<file path="src/rtl/axi_lite_pkg.sv">
// Shared AXI4-Lite definitions: response codes and the master bridge state encoding.
package axi_lite_pkg;
  localparam logic [1:0] RESP_OKAY   = 2'b00;
  localparam logic [1:0] RESP_EXOKAY = 2'b01;
  localparam logic [1:0] RESP_SLVERR = 2'b10;
  localparam logic [1:0] RESP_DECERR = 2'b11;

  typedef enum logic [2:0] {
    IDLE, WR, WAIT_B, RD, WAIT_R, RSP
  } state_e;
endpackage

</file>
<file path="src/rtl/axi_lite_master_bridge.sv">
// AXI4-Lite initiator: one single-beat transaction at a time from a valid/ready command port,
// result returned on a valid/ready response port, with an optional abort-on-timeout.
module axi_lite_master_bridge
  import axi_lite_pkg::*;
#(
  parameter int C_M_AXI_DATA_WIDTH = 32,
  parameter int C_M_AXI_ADDR_WIDTH = 16,
  parameter int TIMEOUT_CYCLES     = 1024
) (
  input  logic                            m_axi_aclk,
  input  logic                            m_axi_aresetn,
  input  logic                            cmd_valid,
  output logic                            cmd_ready,
  input  logic                            cmd_write,
  input  logic [C_M_AXI_ADDR_WIDTH-1:0]   cmd_addr,
  input  logic [C_M_AXI_DATA_WIDTH-1:0]   cmd_wdata,
  input  logic [C_M_AXI_DATA_WIDTH/8-1:0] cmd_wstrb,
  output logic                            rsp_valid,
  input  logic                            rsp_ready,
  output logic                            rsp_write,
  output logic [C_M_AXI_DATA_WIDTH-1:0]   rsp_rdata,
  output logic [1:0]                      rsp_resp,
  output logic                            rsp_timeout,
  output logic                            busy,
  output logic [C_M_AXI_ADDR_WIDTH-1:0]   m_axi_awaddr,
  output logic [2:0]                      m_axi_awprot,
  output logic                            m_axi_awvalid,
  input  logic                            m_axi_awready,
  output logic [C_M_AXI_DATA_WIDTH-1:0]   m_axi_wdata,
  output logic [C_M_AXI_DATA_WIDTH/8-1:0] m_axi_wstrb,
  output logic                            m_axi_wvalid,
  input  logic                            m_axi_wready,
  input  logic [1:0]                      m_axi_bresp,
  input  logic                            m_axi_bvalid,
  output logic                            m_axi_bready,
  output logic [C_M_AXI_ADDR_WIDTH-1:0]   m_axi_araddr,
  output logic [2:0]                      m_axi_arprot,
  output logic                            m_axi_arvalid,
  input  logic                            m_axi_arready,
  input  logic [C_M_AXI_DATA_WIDTH-1:0]   m_axi_rdata,
  input  logic [1:0]                      m_axi_rresp,
  input  logic                            m_axi_rvalid,
  output logic                            m_axi_rready
);
  localparam int DW = C_M_AXI_DATA_WIDTH;
  localparam int AW = C_M_AXI_ADDR_WIDTH;
  localparam int SW = DW / 8;
  localparam bit TO_EN = (TIMEOUT_CYCLES > 0);
  localparam int CW = TO_EN ? $clog2(TIMEOUT_CYCLES + 1) : 1;
  localparam logic [CW-1:0] TO_LAST = CW'(TO_EN ? TIMEOUT_CYCLES - 1 : 0);

  state_e          state_q, state_d;
  logic [CW-1:0]   cnt_q, cnt_d;
  logic [AW-1:0]   addr_q, addr_d;
  logic [DW-1:0]   wdata_q, wdata_d;
  logic [SW-1:0]   wstrb_q, wstrb_d;
  logic            awvalid_q, awvalid_d, wvalid_q, wvalid_d, bready_q, bready_d;
  logic            arvalid_q, arvalid_d, rready_q, rready_d;
  logic            rsp_valid_q, rsp_valid_d, rsp_write_q, rsp_write_d;
  logic            rsp_timeout_q, rsp_timeout_d;
  logic [DW-1:0]   rsp_rdata_q, rsp_rdata_d;
  logic [1:0]      rsp_resp_q, rsp_resp_d;
  logic            tmo, aw_done, w_done;

  always_ff @(posedge m_axi_aclk or negedge m_axi_aresetn) begin
    if (!m_axi_aresetn) begin
      state_q       <= IDLE;
      cnt_q         <= '0;
      addr_q        <= '0;
      wdata_q       <= '0;
      wstrb_q       <= '0;
      awvalid_q     <= 1'b0;
      wvalid_q      <= 1'b0;
      bready_q      <= 1'b0;
      arvalid_q     <= 1'b0;
      rready_q      <= 1'b0;
      rsp_valid_q   <= 1'b0;
      rsp_write_q   <= 1'b0;
      rsp_timeout_q <= 1'b0;
      rsp_rdata_q   <= '0;
      rsp_resp_q    <= '0;
    end else begin
      state_q       <= state_d;
      cnt_q         <= cnt_d;
      addr_q        <= addr_d;
      wdata_q       <= wdata_d;
      wstrb_q       <= wstrb_d;
      awvalid_q     <= awvalid_d;
      wvalid_q      <= wvalid_d;
      bready_q      <= bready_d;
      arvalid_q     <= arvalid_d;
      rready_q      <= rready_d;
      rsp_valid_q   <= rsp_valid_d;
      rsp_write_q   <= rsp_write_d;
      rsp_timeout_q <= rsp_timeout_d;
      rsp_rdata_q   <= rsp_rdata_d;
      rsp_resp_q    <= rsp_resp_d;
    end
  end

  assign aw_done = !awvalid_q || m_axi_awready;
  assign w_done  = !wvalid_q  || m_axi_wready;

  always_comb begin
    state_d       = state_q;
    cnt_d         = cnt_q;
    addr_d        = addr_q;
    wdata_d       = wdata_q;
    wstrb_d       = wstrb_q;
    awvalid_d     = awvalid_q;
    wvalid_d      = wvalid_q;
    bready_d      = bready_q;
    arvalid_d     = arvalid_q;
    rready_d      = rready_q;
    rsp_valid_d   = rsp_valid_q;
    rsp_write_d   = rsp_write_q;
    rsp_timeout_d = rsp_timeout_q;
    rsp_rdata_d   = rsp_rdata_q;
    rsp_resp_d    = rsp_resp_q;
    tmo           = 1'b0;

    // Counter saturates at the last cycle so late channel transitions still see the timeout.
    if (TO_EN && (state_q inside {WR, WAIT_B, RD, WAIT_R})) begin
      if (cnt_q == TO_LAST) tmo = 1'b1;
      else                  cnt_d = cnt_q + CW'(1);
    end

    case (state_q)
      IDLE: begin
        if (cmd_valid) begin
          cnt_d         = '0;
          addr_d        = cmd_addr;
          wdata_d       = cmd_write ? cmd_wdata : '0;
          wstrb_d       = cmd_write ? cmd_wstrb : '0;
          rsp_write_d   = cmd_write;
          rsp_timeout_d = 1'b0;
          if (cmd_write) begin
            awvalid_d = 1'b1;
            wvalid_d  = 1'b1;
            state_d   = WR;
          end else begin
            arvalid_d = 1'b1;
            state_d   = RD;
          end
        end
      end
      WR: begin
        if (awvalid_q && m_axi_awready) awvalid_d = 1'b0;
        if (wvalid_q && m_axi_wready)   wvalid_d  = 1'b0;
        if (aw_done && w_done) begin
          bready_d = 1'b1;
          state_d  = WAIT_B;
        end
      end
      WAIT_B: begin
        if (m_axi_bvalid) begin
          bready_d    = 1'b0;
          rsp_valid_d = 1'b1;
          rsp_resp_d  = m_axi_bresp;
          rsp_rdata_d = '0;
          state_d     = RSP;
        end
      end
      RD: begin
        if (m_axi_arready) begin
          arvalid_d = 1'b0;
          rready_d  = 1'b1;
          state_d   = WAIT_R;
        end
      end
      WAIT_R: begin
        if (m_axi_rvalid) begin
          rready_d    = 1'b0;
          rsp_valid_d = 1'b1;
          rsp_resp_d  = m_axi_rresp;
          rsp_rdata_d = m_axi_rdata;
          state_d     = RSP;
        end
      end
      RSP: begin
        if (rsp_ready) begin
          rsp_valid_d = 1'b0;
          state_d     = IDLE;
        end
      end
      default: state_d = IDLE;
    endcase

    // A handshake that completes on the timeout cycle still wins; otherwise abort everything.
    if (tmo && state_d == state_q) begin
      awvalid_d     = 1'b0;
      wvalid_d      = 1'b0;
      bready_d      = 1'b0;
      arvalid_d     = 1'b0;
      rready_d      = 1'b0;
      rsp_valid_d   = 1'b1;
      rsp_resp_d    = RESP_SLVERR;
      rsp_rdata_d   = '0;
      rsp_timeout_d = 1'b1;
      state_d       = RSP;
    end
  end

  assign cmd_ready     = (state_q == IDLE);
  assign busy          = (state_q != IDLE);
  assign rsp_valid     = rsp_valid_q;
  assign rsp_write     = rsp_write_q;
  assign rsp_rdata     = rsp_rdata_q;
  assign rsp_resp      = rsp_resp_q;
  assign rsp_timeout   = rsp_timeout_q;
  assign m_axi_awaddr  = addr_q;
  assign m_axi_awprot  = 3'b000;
  assign m_axi_awvalid = awvalid_q;
  assign m_axi_wdata   = wdata_q;
  assign m_axi_wstrb   = wstrb_q;
  assign m_axi_wvalid  = wvalid_q;
  assign m_axi_bready  = bready_q;
  assign m_axi_araddr  = addr_q;
  assign m_axi_arprot  = 3'b000;
  assign m_axi_arvalid = arvalid_q;
  assign m_axi_rready  = rready_q;
endmodule

</file>
<file path="config.mk">
export PLATFORM = sky130hd
export DESIGN_NAME = axi_lite_master_bridge
export DESIGN_NICKNAME = d
export VERILOG_FILES = /design/src/rtl/axi_lite_pkg.sv /design/src/rtl/axi_lite_master_bridge.sv
export SDC_FILE = /design/constraint.sdc
export NUM_CORES = 1
export LEC_CHECK = 0
export CORE_MARGIN = 5
export CORE_UTILIZATION = 35
export CTS_BUF_LIST = sky130_fd_sc_hd__clkbuf_8
export CTS_CLUSTER_DIAMETER = 60
export DETAILED_ROUTE_END_ITERATION = 8
export PLACE_DENSITY = 0.7
export SLEW_MARGIN = 20
export SYNTH_ARGS = -nofsm -noshare
export SYNTH_HDL_FRONTEND = slang
export SYNTH_SLANG_ARGS = --single-unit
</file>
<file path="constraint.sdc">
create_clock -name m_axi_aclk -period 2.6 [get_ports m_axi_aclk]
set_clock_uncertainty 0.15 [all_clocks]
set_input_delay 0.26 -clock m_axi_aclk [delete_from_list [all_inputs] [get_ports m_axi_aclk]]
set_output_delay 0.26 -clock m_axi_aclk [all_outputs]
set_load 0.01 [all_outputs]
</file>
=== Word-level counts from Yosys, hierarchy flattened ===
Index checks and enable logic that the tools add are counted.

* Add/subtract/negate cells: 1
* Eq/ne operators: 17
* Muxes and demuxes: 54
* Reductions and logical operators: 28

{| class="wikitable"
|+ Operators by type and width
! cell !! number
|-
| 32-bit 2-to-1 mux || 4
|-
| 32-bit one-hot mux with 2 select lines || 1
|-
| 11-bit 2-to-1 mux || 4
|-
| 1-bit 2-to-1 mux || 25
|-
| 3-bit 2-to-1 mux || 7
|-
| 3-bit one-hot mux with 6 select lines || 1
|-
| 3-bit nonzero test || 6
|-
| 4-bit AND reduction || 4
|-
| 3-bit by 2-bit != test with 1-bit output (second input constant) || 5
|-
| 3-bit by 1-bit != test with 1-bit output (second input constant) || 4
|-
| 11-bit by 1-bit adder with 11-bit output (second input constant) || 1
|-
| 11-bit by 10-bit == test with 1-bit output (second input constant) || 1
|-
| 1-bit one-hot mux with 2 select lines || 5
|-
| 3-bit AND reduction || 3
|-
| 2-bit 2-to-1 mux || 4
|-
| 4-bit nonzero test || 2
|-
| 3-bit by 2-bit == test with 1-bit output (second input constant) || 2
|-
| 3-bit == test (second input constant) || 2
|-
| 1-bit logical AND || 4
|-
| 4-bit 2-to-1 mux || 1
|-
| 2-bit one-hot mux with 2 select lines || 1
|-
| 2-bit AND reduction || 2
|-
| 2-bit nonzero test || 2
|-
| 3-bit by 1-bit == test with 1-bit output (second input constant) || 1
|-
| other kinds (6) || 8
|}

* Register bits after elaboration: 108
* Input port bits: 98
* Output and inout bits: 118
* Word-level logic and storage cells: 115

=== Longest topological paths before layout ===
Gate-level depths: netlist (run 1).

* Word-level depth: 9
* Mapped depth: 7
* Depth with buffers taken out: 6

=== Least setup slack after synthesis (run 1) ===
OpenSTA, ideal clock, no wires.

* Path type: register to register
* Start: register state_q[0]
* End: register rsp_rdata_q[11] (netlist: rsp_rdata[11])
* Library setup time: 121 ps
* Arrival time: 1,674 ps
* Required time: 2,329 ps
* Setup slack: 655 ps
* Cell stages (with the launch flop): 7
* Path buffers: 1
* Period minus slack after synthesis: 1,945 ps
* Path through: dfrtp_1 -> nand2b_4 -> and3_4 -> o311a_4 -> a22o_4 -> buf_6 -> a22o_1

* Word-level cells in the longest chain between the ends: 6
* Elaborated cells on any way between the ends: 23
* Those cells by class: eq/ne (8); mux (10); reduce/logical (5)

{| class="wikitable"
|+ Ends and longest elaborated chain
! element !! line !! RTL
|-
| from (decl) || axi_lite_master_bridge.sv:52 || <nowiki>state_e state_q, state_d;</nowiki>
|-
| from (signal assigned) || axi_lite_master_bridge.sv:83 || <nowiki>state_q <= state_d;</nowiki>
|-
| 3-bit == test, or another cell as far along || axi_lite_master_bridge.sv:128 || <nowiki>case (state_q)</nowiki>
|-
| 3-bit one-hot mux with 6 select lines / 4-bit nonzero test (equally long branches) || axi_lite_master_bridge.sv:128, axi_lite_master_bridge.sv:123 ||
|-
| 3-bit == test / 1-bit 2-to-1 mux (equally long branches) || axi_lite_master_bridge.sv:190, axi_lite_master_bridge.sv:123 ||
|-
| 1-bit logical AND || axi_lite_master_bridge.sv:190 || <nowiki>if (tmo && state_d == state_q) begin</nowiki>
|-
| 3-bit by 2-bit != test with 1-bit output (no source line) / 3-bit nonzero test (equally long branches) || -- ||
|-
| 3-bit AND reduction (no source line) || -- ||
|-
| to (signal assigned) || axi_lite_master_bridge.sv:96 || <nowiki>rsp_rdata_q <= rsp_rdata_d;</nowiki>
|-
| to (decl) || axi_lite_master_bridge.sv:61 || <nowiki>logic [DW-1:0] rsp_rdata_q, rsp_rdata_d;</nowiki>
|}

Several ways; a longest one is shown, not always the timed one.
A chain may end at the register's enable or synchronous reset.

=== Final worst setup path (run 1) ===
* Start: register state_q[0]
* End: output port cmd_ready

* Word-level cells in the longest chain between the ends: 1

{| class="wikitable"
|+ Ends and longest elaborated chain
! element !! line !! RTL
|-
| 3-bit zero test || axi_lite_master_bridge.sv:204 || <nowiki>assign cmd_ready = (state_q == IDLE);</nowiki>
|-
| to (decl) || axi_lite_master_bridge.sv:13 || <nowiki>output logic cmd_ready,</nowiki>
|}

Every way passes these cells.

==> run metrics, run 1 <==
outcome completed; critical path data arrival time 2.09 ns; Pleak 3.25 nW; full die area 15900 um^2; layout cells sized above 1 0.0601; Slew Limit Fails 0; FILL cells 1164; commonest non-fill, non-tap cell in the layout clkdlybuf4s50_1; Num CTS Buffers 9; first-iteration detailed-routing DRC count 239; Seq/Total Area, Yosys 0.573; Peak VDD IR 0.522 mV; antenna viol nets, final 0; CP Buf/Inv Count 3; clk_lat worst skew 0.38 ns; final worst setup slack 0.104 ns; Yosys Warn Count 0; H-tree Lvls 3; synthesis-to-finish area growth 49.5%; WL final 13700 um; core box area 13200 um^2; initial antenna violation count 0; width of the die 126 um; Root Buffer clkbuf_8; Die Span Y 126 um; HPWL Detailed 9970 um; fmax 0.401 GHz; DR vias/cell 4.93; Initial Util 0.356; syn_area_per_cell 9.97 um^2; hold path start cmd_addr[4]; DR pass1 iterations 4; PortBufs 209; Mapped Area 4710 um^2; Crit path required time 2.19 ns; ANT cells 0; Layout Cells excl Fill 842; Reg-to-Reg Start state_q[2]; Worst Hold Class input pin to flop; CTS tree built; setup_tns 0 ns; CP delay by family, top buffers and inverters; RSZ-0062 raised after global routing false; pwr dens 1110 nW/um^2; CP Max Fanout 14; endpoints failing setup 0; num rows 42; Critical Path, Cell by Cell buf_4, or3_1, inv_1, clkdlybuf4s50_1; post-synth cell types 50; number of synthesized register bits 108; clock tree buffer depth 2; Global Route Usage Sum 0.174; Worst Max-Slew Pin Slew 0.723 ns; first-pass GRT wire length 22300 um; most frequent cells in the layout clkdlybuf4s50_1 (208), nand2_1 (134), dfrtp_1 (107); Place WS 0.202 ns; crit path time final 2.50 ns; final layout net count 760; Critical-path top delay cell clkdlybuf4s50_1; Max-slew headroom 0.518; I/O pins 216; Worst-path clk slew 0.10 ns; Final Cycle Share 0.960; final routed DRC violation total 0; detailed-route via count 4153; Synth Instances 473; Crit path largest cell delay 0.53 ns; Post-synth EDFFs 0; WS Path Type flop to primary output; # Max-Cap Violations 0; clock sinks 108; Async SR Flop Fraction 1.00; critical path launch point state_q[0]; Setup crit start kind flop; Sequential cell area 2700 um^2; Avg WL per Cell 16.3 um; largest net degree at the start of global routing 109; Congestion Overflow GR 0; Crit. End Element primary output; area of the multi-input gates 1720 um^2; vias in the first global route 4340; Final Hold Vio Count 0; Synth Flop Type dfrtp_1; placed insts 825; GPL Wtd Cong 0.826
-- layer usage --
metal	track usage	vias to the layer above	routed length (um)
met1	0.212	1966	5670
met3	0.0618	21	1390
li1	-	1950	-
met5	0	-	0
met4	0.0713	0	282
met2	0.282	216	6380
-- final cells by class --
| cell class | count | area share |
|---|---|---|
| multi-input combinational | 314 | 0.244 |
| sequential | 108 | 0.384 |
| timing repair buffer | 221 | 0.311 |
| clock inverter | 5 | 0.00497 |
| clock buffer | 11 | 0.0215 |
| tap | 176 | 0.0312 |
| inverter | 7 | 0.00373 |
-- synth_stat cells, types with 2 or more instances --
master | n | area share
o21ai_1 | 2 | 0.0021
a211oi_1 | 2 | 0.0032
buf_6 | 3 | 0.0072
a311oi_1 | 2 | 0.0037
clkbuf_1 | 20 | 0.016
nand2_1 | 135 | 0.11
a21o_1 | 4 | 0.0064
a31oi_1 | 2 | 0.0027
or3_1 | 2 | 0.0027
nor2b_1 | 3 | 0.0040
a22o_1 | 33 | 0.061
inv_1 | 7 | 0.0056
a21oi_1 | 10 | 0.011
nand2b_1 | 6 | 0.0080
dfrtp_1 | 108 | 0.57
o21ai_0 | 9 | 0.0096
nor2_1 | 15 | 0.012
mux2i_1 | 5 | 0.011
nand3_1 | 38 | 0.040
nand4_1 | 4 | 0.0053
and3_1 | 3 | 0.0040
buf_2 | 4 | 0.0042
buf_4 | 22 | 0.035
nor3_1 | 5 | 0.0053
xnor2_1 | 4 | 0.0074
-- flip-flops by register name, summed over array words and instances, names as in the netlist --
name           cells
state_q            3
m_axi_awvalid      1
cnt_q             11
rsp_timeout        1
m_axi_wstrb        4
m_axi_wdata       32
rsp_valid          1
rsp_rdata         32
m_axi_rready       1
rsp_resp           2
m_axi_araddr      16
m_axi_wvalid       1
rsp_write          1
m_axi_bready       1
m_axi_arvalid      1
-- path summary, 6_finish.rpt --
check / to / slack [ns] / cells after the start
worst min-delay path: m_axi_araddr[4] / 0.25 / 3
worst min register to register: m_axi_wdata[3] / 0.33 / 2
min in group asynchronous: m_axi_araddr[0] / 0.35 / 3
max in group asynchronous: state_q[0] / 1.51 / 3
worst max register to register: m_axi_wdata[25] / 0.34 / 5
worst max-delay path: cmd_ready / 0.10 / 4
-- repair_timing --
| action | 4_1_cts | 5_1_grt |
|---|---|---|
| resized for setup | 1 | 0 |
| endpoints found under the hold margin | 108 | 0 |
| hold buffers | 1 | 0 |
| setup buffers | 0 | 0 |
| endpoints found under the setup margin | 1 | 0 |
-- where the power goes --
part	leakage [nW]	switching [W]	internal (W)	total, W
Sequential	1.38	0.000552	0.00242	0.00297
Clock	0.101	0.000579	0.000403	0.000982
Combinational	1.76	0.00173	0.00217	0.00389
-- worst register-to-register path, cell delays in order, from the launching register on --
cell and delay (ns):
dfrtp_1 0.54, nor2_1 0.28, and2_2 0.67, buf_4 0.35
nand3_1 0.11, nand2_1 0.11
-- stage by stage --
stage,cell area (um^2),power [W],utilization,hold slack [ns]
floorplan,4730,0.00481,-,-0.186
global placement,6850,0.00684,0.517,0.222
detailed placement,6850,0.00694,0.517,0.231
CTS,7050,0.00796,0.532,0.226
global route,7050,0.00843,0.532,0.252
finish,7050,0.00785,0.532,0.254
-- cells by family (layout without fill, tap and decap cells) --
| family | after synthesis | in the layout | share of synthesized area |
|---|---|---|---|
| flops | 108 | 108 | 0.573 |
| fa+ha+maj | 1 | 1 | 0.00265 |
| compound gates | 77 | 77 | 0.128 |
| buf+inv | 56 | 244 | 0.0679 |
| simple gates | 221 | 221 | 0.209 |
| xor+xnor | 4 | 4 | 0.00743 |
| mux | 5 | 5 | 0.0106 |
| other cells | 1 | 6 | 0.000795 |
(Power assumes the default switching activity.)
==> run 2, diff against run 1 <==
Settings changed: CTS_CLUSTER_DIAMETER 60 to default.
==> results of run 2 <==
No change in the layout: final DEF, timing and power equal those of run 1.
==> run 3, diff against run 2 <==
Settings changed: ABC_CLOCK_PERIOD_IN_PS from default to 2600.
==> results of run 3 <==
No change in the layout: final DEF, timing and power equal those of run 1.
